--- src/rtl/fetch_unit_pkg.sv ---
// Shared types and constants for the fetch unit: FSM states, exception cause
// codes and the instruction memory size used by the range check.
package fetch_unit_pkg;

  typedef enum logic [1:0] {
    ST_RUN     = 2'd0,
    ST_HANDLER = 2'd1,
    ST_HALT    = 2'd2
  } state_t;

  localparam logic [3:0] CAUSE_IRQ      = 4'b0001;
  localparam logic [3:0] CAUSE_ILLEGAL  = 4'b0010;
  localparam logic [3:0] CAUSE_MISALIGN = 4'b0100;
  localparam logic [3:0] CAUSE_RANGE    = 4'b1000;

  localparam int IMEM_BYTES = 512;

  // Instructions are 4-byte aligned; any low address bit set is a misaligned fetch.
  function automatic logic is_misaligned(input logic [1:0] low_bits);
    return low_bits != 2'b00;
  endfunction

endpackage

--- src/rtl/fetch_check.sv ---
// Combinational fetch fault detection: flags misaligned or out-of-range PCs
// and reports the cause, with misalignment taking precedence.
module fetch_check
  import fetch_unit_pkg::*;
#(
  parameter int N = 64
) (
  input  logic [N-1:0] pc,
  output logic         fault,
  output logic [3:0]   fault_cause
);

  logic misalign;
  logic out_of_range;

  assign misalign     = is_misaligned(pc[1:0]);
  assign out_of_range = pc >= N'(IMEM_BYTES);

  always_comb begin
    fault       = misalign | out_of_range;
    fault_cause = 4'b0000;
    if (misalign) begin
      fault_cause = CAUSE_MISALIGN;
    end else if (out_of_range) begin
      fault_cause = CAUSE_RANGE;
    end
  end

endmodule

--- src/rtl/fetch_unit.sv ---
// Program counter and exception FSM (RUN / HANDLER / HALT) for a small core
// fetching from a 512-byte instruction memory.
module fetch_unit
  import fetch_unit_pkg::*;
#(
  parameter int           N      = 64,
  parameter logic [N-1:0] VECTOR = N'(64'h00D8)
) (
  input  logic         clk,
  input  logic         reset,
  input  logic         stall,
  input  logic         PCSrc,
  input  logic [N-1:0] PCBranch,
  input  logic         ExcReq,
  input  logic [3:0]   ExcCause,
  input  logic         ERet,
  output logic [6:0]   imem_addr,
  output logic [N-1:0] PC,
  output logic         FetchValid,
  output logic [N-1:0] EPC,
  output logic [3:0]   ESR,
  output logic         InHandler,
  output logic         Halted,
  output state_t       dbg_state
);

  state_t       state;
  logic [N-1:0] pc_q;
  logic [N-1:0] epc_q;
  logic [3:0]   esr_q;
  logic         in_handler_q;
  logic         halted_q;

  logic         fault;
  logic [3:0]   fault_cause;
  logic         exc_take;
  logic [3:0]   exc_cause;
  logic [N-1:0] pc_plus4;

  fetch_check #(.N(N)) u_check (
    .pc          (pc_q),
    .fault       (fault),
    .fault_cause (fault_cause)
  );

  // A faulting fetch squashes its own instruction, so ExcReq only counts on a valid fetch.
  assign exc_take  = fault | (ExcReq & ~fault);
  assign exc_cause = fault ? fault_cause : ExcCause;
  assign pc_plus4  = pc_q + N'(4);

  always_ff @(posedge clk or negedge reset) begin
    if (!reset) begin
      state        <= ST_RUN;
      pc_q         <= '0;
      epc_q        <= '0;
      esr_q        <= 4'b0000;
      in_handler_q <= 1'b0;
      halted_q     <= 1'b0;
    end else if (!stall) begin
      case (state)
        ST_RUN: begin
          if (exc_take) begin
            pc_q         <= VECTOR;
            epc_q        <= pc_q;
            esr_q        <= exc_cause;
            state        <= ST_HANDLER;
            in_handler_q <= 1'b1;
          end else if (PCSrc) begin
            pc_q <= PCBranch;
          end else begin
            pc_q <= pc_plus4;
          end
        end
        ST_HANDLER: begin
          // Nested requests are ignored; only a fault inside the handler is fatal.
          if (fault) begin
            state        <= ST_HALT;
            in_handler_q <= 1'b0;
            halted_q     <= 1'b1;
          end else if (ERet) begin
            pc_q         <= epc_q;
            state        <= ST_RUN;
            in_handler_q <= 1'b0;
          end else if (PCSrc) begin
            pc_q <= PCBranch;
          end else begin
            pc_q <= pc_plus4;
          end
        end
        ST_HALT: begin
          state <= ST_HALT;
        end
        default: begin
          state        <= ST_RUN;
          in_handler_q <= 1'b0;
          halted_q     <= 1'b0;
        end
      endcase
    end
  end

  assign PC         = pc_q;
  assign imem_addr  = pc_q[8:2];
  assign FetchValid = ~fault;
  assign EPC        = epc_q;
  assign ESR        = esr_q;
  assign InHandler  = in_handler_q;
  assign Halted     = halted_q;
  assign dbg_state  = state;

endmodule

--- config.mk ---
export PLATFORM = sky130hd
export DESIGN_NAME = fetch_unit
export DESIGN_NICKNAME = d
export VERILOG_FILES = /design/src/rtl/fetch_unit_pkg.sv /design/src/rtl/fetch_check.sv /design/src/rtl/fetch_unit.sv
export SDC_FILE = /design/constraint.sdc
export NUM_CORES = 1
export LEC_CHECK = 0
export BUFFER_PORTS_ARGS = -buffer_cell sky130_fd_sc_hd__buf_4
export CAP_MARGIN = 5
export CORE_MARGIN = 1
export CORE_UTILIZATION = 53
export CTS_CLUSTER_SIZE = 14
export DETAILED_ROUTE_END_ITERATION = 7
export GPL_ROUTABILITY_DRIVEN = 0
export PLACE_DENSITY = 0.81
export SYNTH_ARGS = -nofsm -noshare
export SYNTH_HDL_FRONTEND = slang
export SYNTH_SLANG_ARGS = --single-unit
--- constraint.sdc ---
create_clock -name clk -period 2.9 [get_ports clk]
set_input_delay 0.725 -clock clk [delete_from_list [all_inputs] [get_ports clk]]
set_output_delay 0.725 -clock clk [all_outputs]
set_load 0.03 [all_outputs]
# Word-level counts from Yosys, hierarchy flattened
# Cells that the tools add are included.
# totals
regBits	136
in_bits	74
out_inout_bits	144
word_cells	48
# classes
addsub	1
order_cmp	1
n_eq_ne	6
n_mux	18
n_bitwise	7
n_reduce_logical	9
# ops
op	count
$mux W64	4
$pmux W64 S2	1
$add A64 B3 Y64 const B	1
$ge A64 B10 Y1 const B	1
$mux W4	3
$reduce_and A3 Y1	4
$mux W2	3
$ne A2 B2 Y1 const B	3
$pmux W2 S3	1
$mux W1	4
$not A1 Y1	4
$reduce_and A4 Y1	1
$reduce_bool A2 Y1	2
$ne A3 B3 Y1 const B	1
$pmux W1 S3	1
$eq A2 B1 Y1 const B	1
$eq A2 B2 Y1 const B	1
$logic_not A2 Y1	1
$or A1 B1 Y1	2
$pmux W1 S2	1
$reduce_or A2 Y1	1
$and A1 B1 Y1	1

# Logic depth before layout (Yosys ltp)
# depth
word_depth	7
ltp_mapped	10
ltp_nobuf	8

# By module
# A second synthesis with hierarchy kept.
# unflattened
hier_cells	891
area_unflattened_um2	8250.4
# modules_own_cells
module	instances	cells_each	area_each_um2	seq_area_each_um2
fetch_unit	1	865	8080.2	3403.3
fetch_check	1	26	170.2	0.0

# Worst setup path before layout
# Ideal clock, no wire load.
# synth_path
path_kind	register to register
start	register pc_q[14], in the netlist PC[14]
end	register pc_q[31], in the netlist PC[31]
t_arrival_ns	2.747
slack_ns	0.029
stages_incl_launch_ff	10
n_path_buf	3
synth_period_minus_slack_ns	2.871
cell_sequence	dfrtp_1 clkbuf_8 nor4_1 nand4_1 nor4_4 o21ai_1 clkbuf_1 clkbuf_1 a32oi_1 nand2_1
# synth_via
elab_chain_len	7
elab_cells_between_ends	13
# synth_lines
item	line	source
from (decl)	fetch_unit.sv:28	logic [N-1:0] pc_q;
from (signal assigned)	fetch_unit.sv:69	pc_q <= PCBranch;
from (signal assigned)	fetch_unit.sv:71	pc_q <= pc_plus4;
from (signal assigned)	fetch_unit.sv:81	pc_q <= epc_q;
$ge A64 B10 Y1	fetch_check.sv:17	assign out_of_range = pc >= N'(IMEM_BYTES);
$or A1 B1 Y1	fetch_check.sv:20	fault = misalign | out_of_range;
$not A1 Y1	n/a	
net FetchValid	fetch_unit.sv:19	output logic FetchValid,
$and A1 B1 Y1	fetch_unit.sv:47	assign exc_take = fault | (ExcReq & ~fault);
$or A1 B1 Y1	fetch_unit.sv:47	
$mux W64	fetch_unit.sv:62	if (exc_take) begin
$pmux W64 S2	fetch_unit.sv:60	case (state)
# The timed path passes the listed nets, and every way through them passes these cells. The select of a mux whose other input is x is not followed.
# A chain may end at the register's enable or synchronous reset.

# Worst setup path in the final report
# layout_path
start	register pc_q[57], in the netlist PC[57]
end	output port FetchValid
# layout_via
elab_chain_len	3
# layout_lines
item	line	source
$ge A64 B10 Y1	fetch_check.sv:17	
$or A1 B1 Y1	fetch_check.sv:20	
$not A1 Y1	fetch_unit.sv:104	assign FetchValid = ~fault;
to (decl)	fetch_unit.sv:19	
# No other way between the ends.

==> metrics.md <==
| Metric | Value |
|---|---|
| Total global routing overflow | 0 |
| CTS tree | done |
| H-Tree Level Count | 4 |
| Synthesized net count | 937 |
| Worst-Skew Late Latency | 0.44 ns |
| Synth Register Bits | 136 |
| Synth warnings | 0 |
| CP Max Fanout | 2 |
| Pin count of the biggest net entering global routing | 59 |
| Fin crit period | 2.83 ns |
| Post-synth EDFFs | 0 |
| # DRC | 0 |
| Reg2reg end | PC[49]$_DFFE_PN0P_ |
| Post-layout util | 75.2% |
| Post-route design area | 11000 um2 |
| Core Area | 14600 um2 |
| Maximum clock frequency | 353 MHz |
| Syn Inst Count | 861 |
| Final hold vios | 0 |
| DR WL/cell | 21.2 um |
| Nets@finish | 1171 |
| Max-Cap Viols | 0 |
| Leak | 5.04 nW |
| Worst-Margin Slew | 0.729 ns |
| I/O pin cnt | 218 |
| Routed WL | 27.4 mm |
| Ys async rst share | 100% |
| First-pass GRT wire length | 43.9 mm |
| Worst Setup Slack, final | 0.0660 ns |
| Diodes inserted | 0 |
| Initial antenna violation count | 0 |
| Hold Crit Class | in -> async |
| Routed Antenna Nets | 0 |
| Worst r2r src | PC[17]$_DFFE_PN0P_ |
| DP Area | 10000 um2 |
| Share of layout cells above drive strength 1 | 38.6% |
| Nature of the critical path startpoint | flip-flop |
| Worst Path Required | 2.17 ns |
| GRT Util Overall | 36.1% |
| TritonRoute pass-1 iters | 6 |
| Final slew viol count | 0 |
| Top_reg_cell synth | dfrtp_1 |
| Initial Util | 54.6% |
| CTS Hold Bufs | 0 |
| Period utilization | 97.7% |
| DR vias | 8306 |
| Post-DP HPWL | 18.8 mm |
| Synth unique cells | 63 |
| Via-to-Cell Ratio | 6.43 |
| Die H | 125 um |
| Hold Slack | 0.212 ns |
| Pre-CTS setup slack | 0.146 ns |
| R2R setup slack | 0.10 ns |
| Initial DRC count | 974 |
| Crit Path Category | reg -> out |
| Vias in the first global route | 8049 |
| Die area | 15500 um2 |
| Clock buffer depth | 2 |
| Num CTS Buffers | 17 |
| Std-Cell Rows | 44 |
| Post-synthesis sequential area ratio | 42.8% |
| Buffers added on ports | 217 |
| Crit path capture type | output pin |
| Final setup viols | 0 |
| Root buffer cell | clkbuf_16 |
| Clk sinks | 136 |
| Worst EP arrival | 2.11 ns |
| Syn avg cell area | 9.25 um2 |
| Layout Skew | 0.00618 ns |
| Worst slew margin | 51.4% |
| Cells on worst reg2reg path | 7 |
| Register clock-pin slew on the reported worst setup and hold paths | 0.06 ns |
| Max IR drop VDD | 713 uV |
| Mapped Area | 7960 um2 |
| Outcome | completed |
| PwrDens | 983 nW/um2 |
| Area Growth Syn to Fin | 37.9% |
| Die Width | 125 um |
[flip-flops by register name, summed over array words and instances, names as in the netlist]
name       flops
EPC           64
ESR            4
Halted         1
InHandler      1
PC            64
dbg_state      2
[per-layer routing]
layer	global-route usage (%)	share of wire [%]
met5	0	0
met4	18.9	4.4
met3	9.06	9.9
met2	55.4	47
met1	47.3	39
[through the flow]
| stage | setup TNS [ns] | power, mW | std cells |
|---|---|---|---|
| 2_1_floorplan | 0 | 5.96 | 861 |
| 3_3_place_gp | 0 | 7.81 | 1247 |
| 3_5_place_dp | 0 | 7.92 | 1247 |
| 4_1_cts | 0 | 10.6 | 1283 |
| 5_1_grt | -0.0199 | 11.2 | 1292 |
| 6_report | 0 | 10.8 | 1292 |
[power breakdown]
| part | total (mW) | internal (mW) | switching, mW | leakage (nW) |
|---|---|---|---|---|
| clock | 2.56 | 1.70 | 0.859 | 0.343 |
| combinational | 5.06 | 2.03 | 3.03 | 2.93 |
| sequential | 3.16 | 2.45 | 0.710 | 1.77 |
| total | 10.8 | 6.19 | 4.60 | 5.04 |
[worst max-delay path, cell delays in order, from the launching register on]
cell and delay, ns:
dfrtp_1 0.40, nor4_4 0.33, nand4_1 0.14, buf_4 0.18
nor4_4 0.34, buf_6 0.16, buf_6 0.12
[cell families (layout without fill, tap and decap cells)]
family	count (synthesis)	count (layout)	synth area share, %
mux	67	67	9.42
compound gates	242	242	19.4
flops	136	136	42.8
simple gates	286	286	18.1
fa+ha+maj	2	2	0.314
buf+inv	88	335	5.66
xor+xnor	40	40	4.40
[synthesized netlist by cell type (18+ instances only)]
master | instances | area, um2
o31ai_1 | 23 | 173
nand2_1 | 106 | 398
o21ai_0 | 60 | 300
nand3_1 | 20 | 100
nor2_1 | 51 | 191
xnor2_1 | 23 | 201
nor4_1 | 24 | 150
nand4_1 | 18 | 113
a21oi_1 | 67 | 335
clkbuf_1 | 44 | 165
mux2_2 | 63 | 709
dfrtp_1 | 136 | 3400
[worst max-delay path by stage]
stage	endpoint	slack, ns	cells past startpoint	from
3_3_place_gp	PC[40]$_DFFE_PN0P_	0.14	9	PC[9]$_DFFE_PN0P_
2_1_floorplan	PC[31]$_DFFE_PN0P_	0.03	9	PC[14]$_DFFE_PN0P_
4_1_cts	FetchValid	0.03	6	PC[49]$_DFFE_PN0P_
6_report	FetchValid	0.07	6	PC[57]$_DFFE_PN0P_
5_1_grt	FetchValid	-0.01	6	PC[40]$_DFFE_PN0P_
3_5_place_dp	PC[59]$_DFFE_PN0P_	0.15	9	PC[22]$_DFFE_PN0P_
[layout by cell type (no fill, tap or decap), types with 10 or more instances in the layout]
cell,instances
a21oi_1,67
a221oi_1,15
a22oi_1,17
buf_12,10
buf_4,277
clkbuf_16,17
dfrtp_1,124
dfrtp_2,12
inv_1,12
mux2_2,63
nand2_1,105
nand3_1,20
nand4_1,18
nor2_1,51
nor3_1,15
nor4_1,13
o211ai_1,13
o21ai_0,60
o31ai_1,23
xnor2_1,23
xor2_1,17
[final cells by class]
type | count | area [um2]
Sequential cell | 136 | 3420
Fill cell | 1028 | 3610
Clock inverter | 11 | 216
Clock buffer | 21 | 480
Multi-Input combinational cell | 637 | 4270
Timing Repair Buffer | 290 | 2310
Inverter | 13 | 48.8
Tap cell | 184 | 230
[repair_timing]
action | CTS | global route
setup endpoints to repair | 1 | 11
buffers inserted | 4 | 9
resized for setup | 18 | 15
pin swaps | 3 | 6
Note: power is estimated with default switching activity, not from simulation.
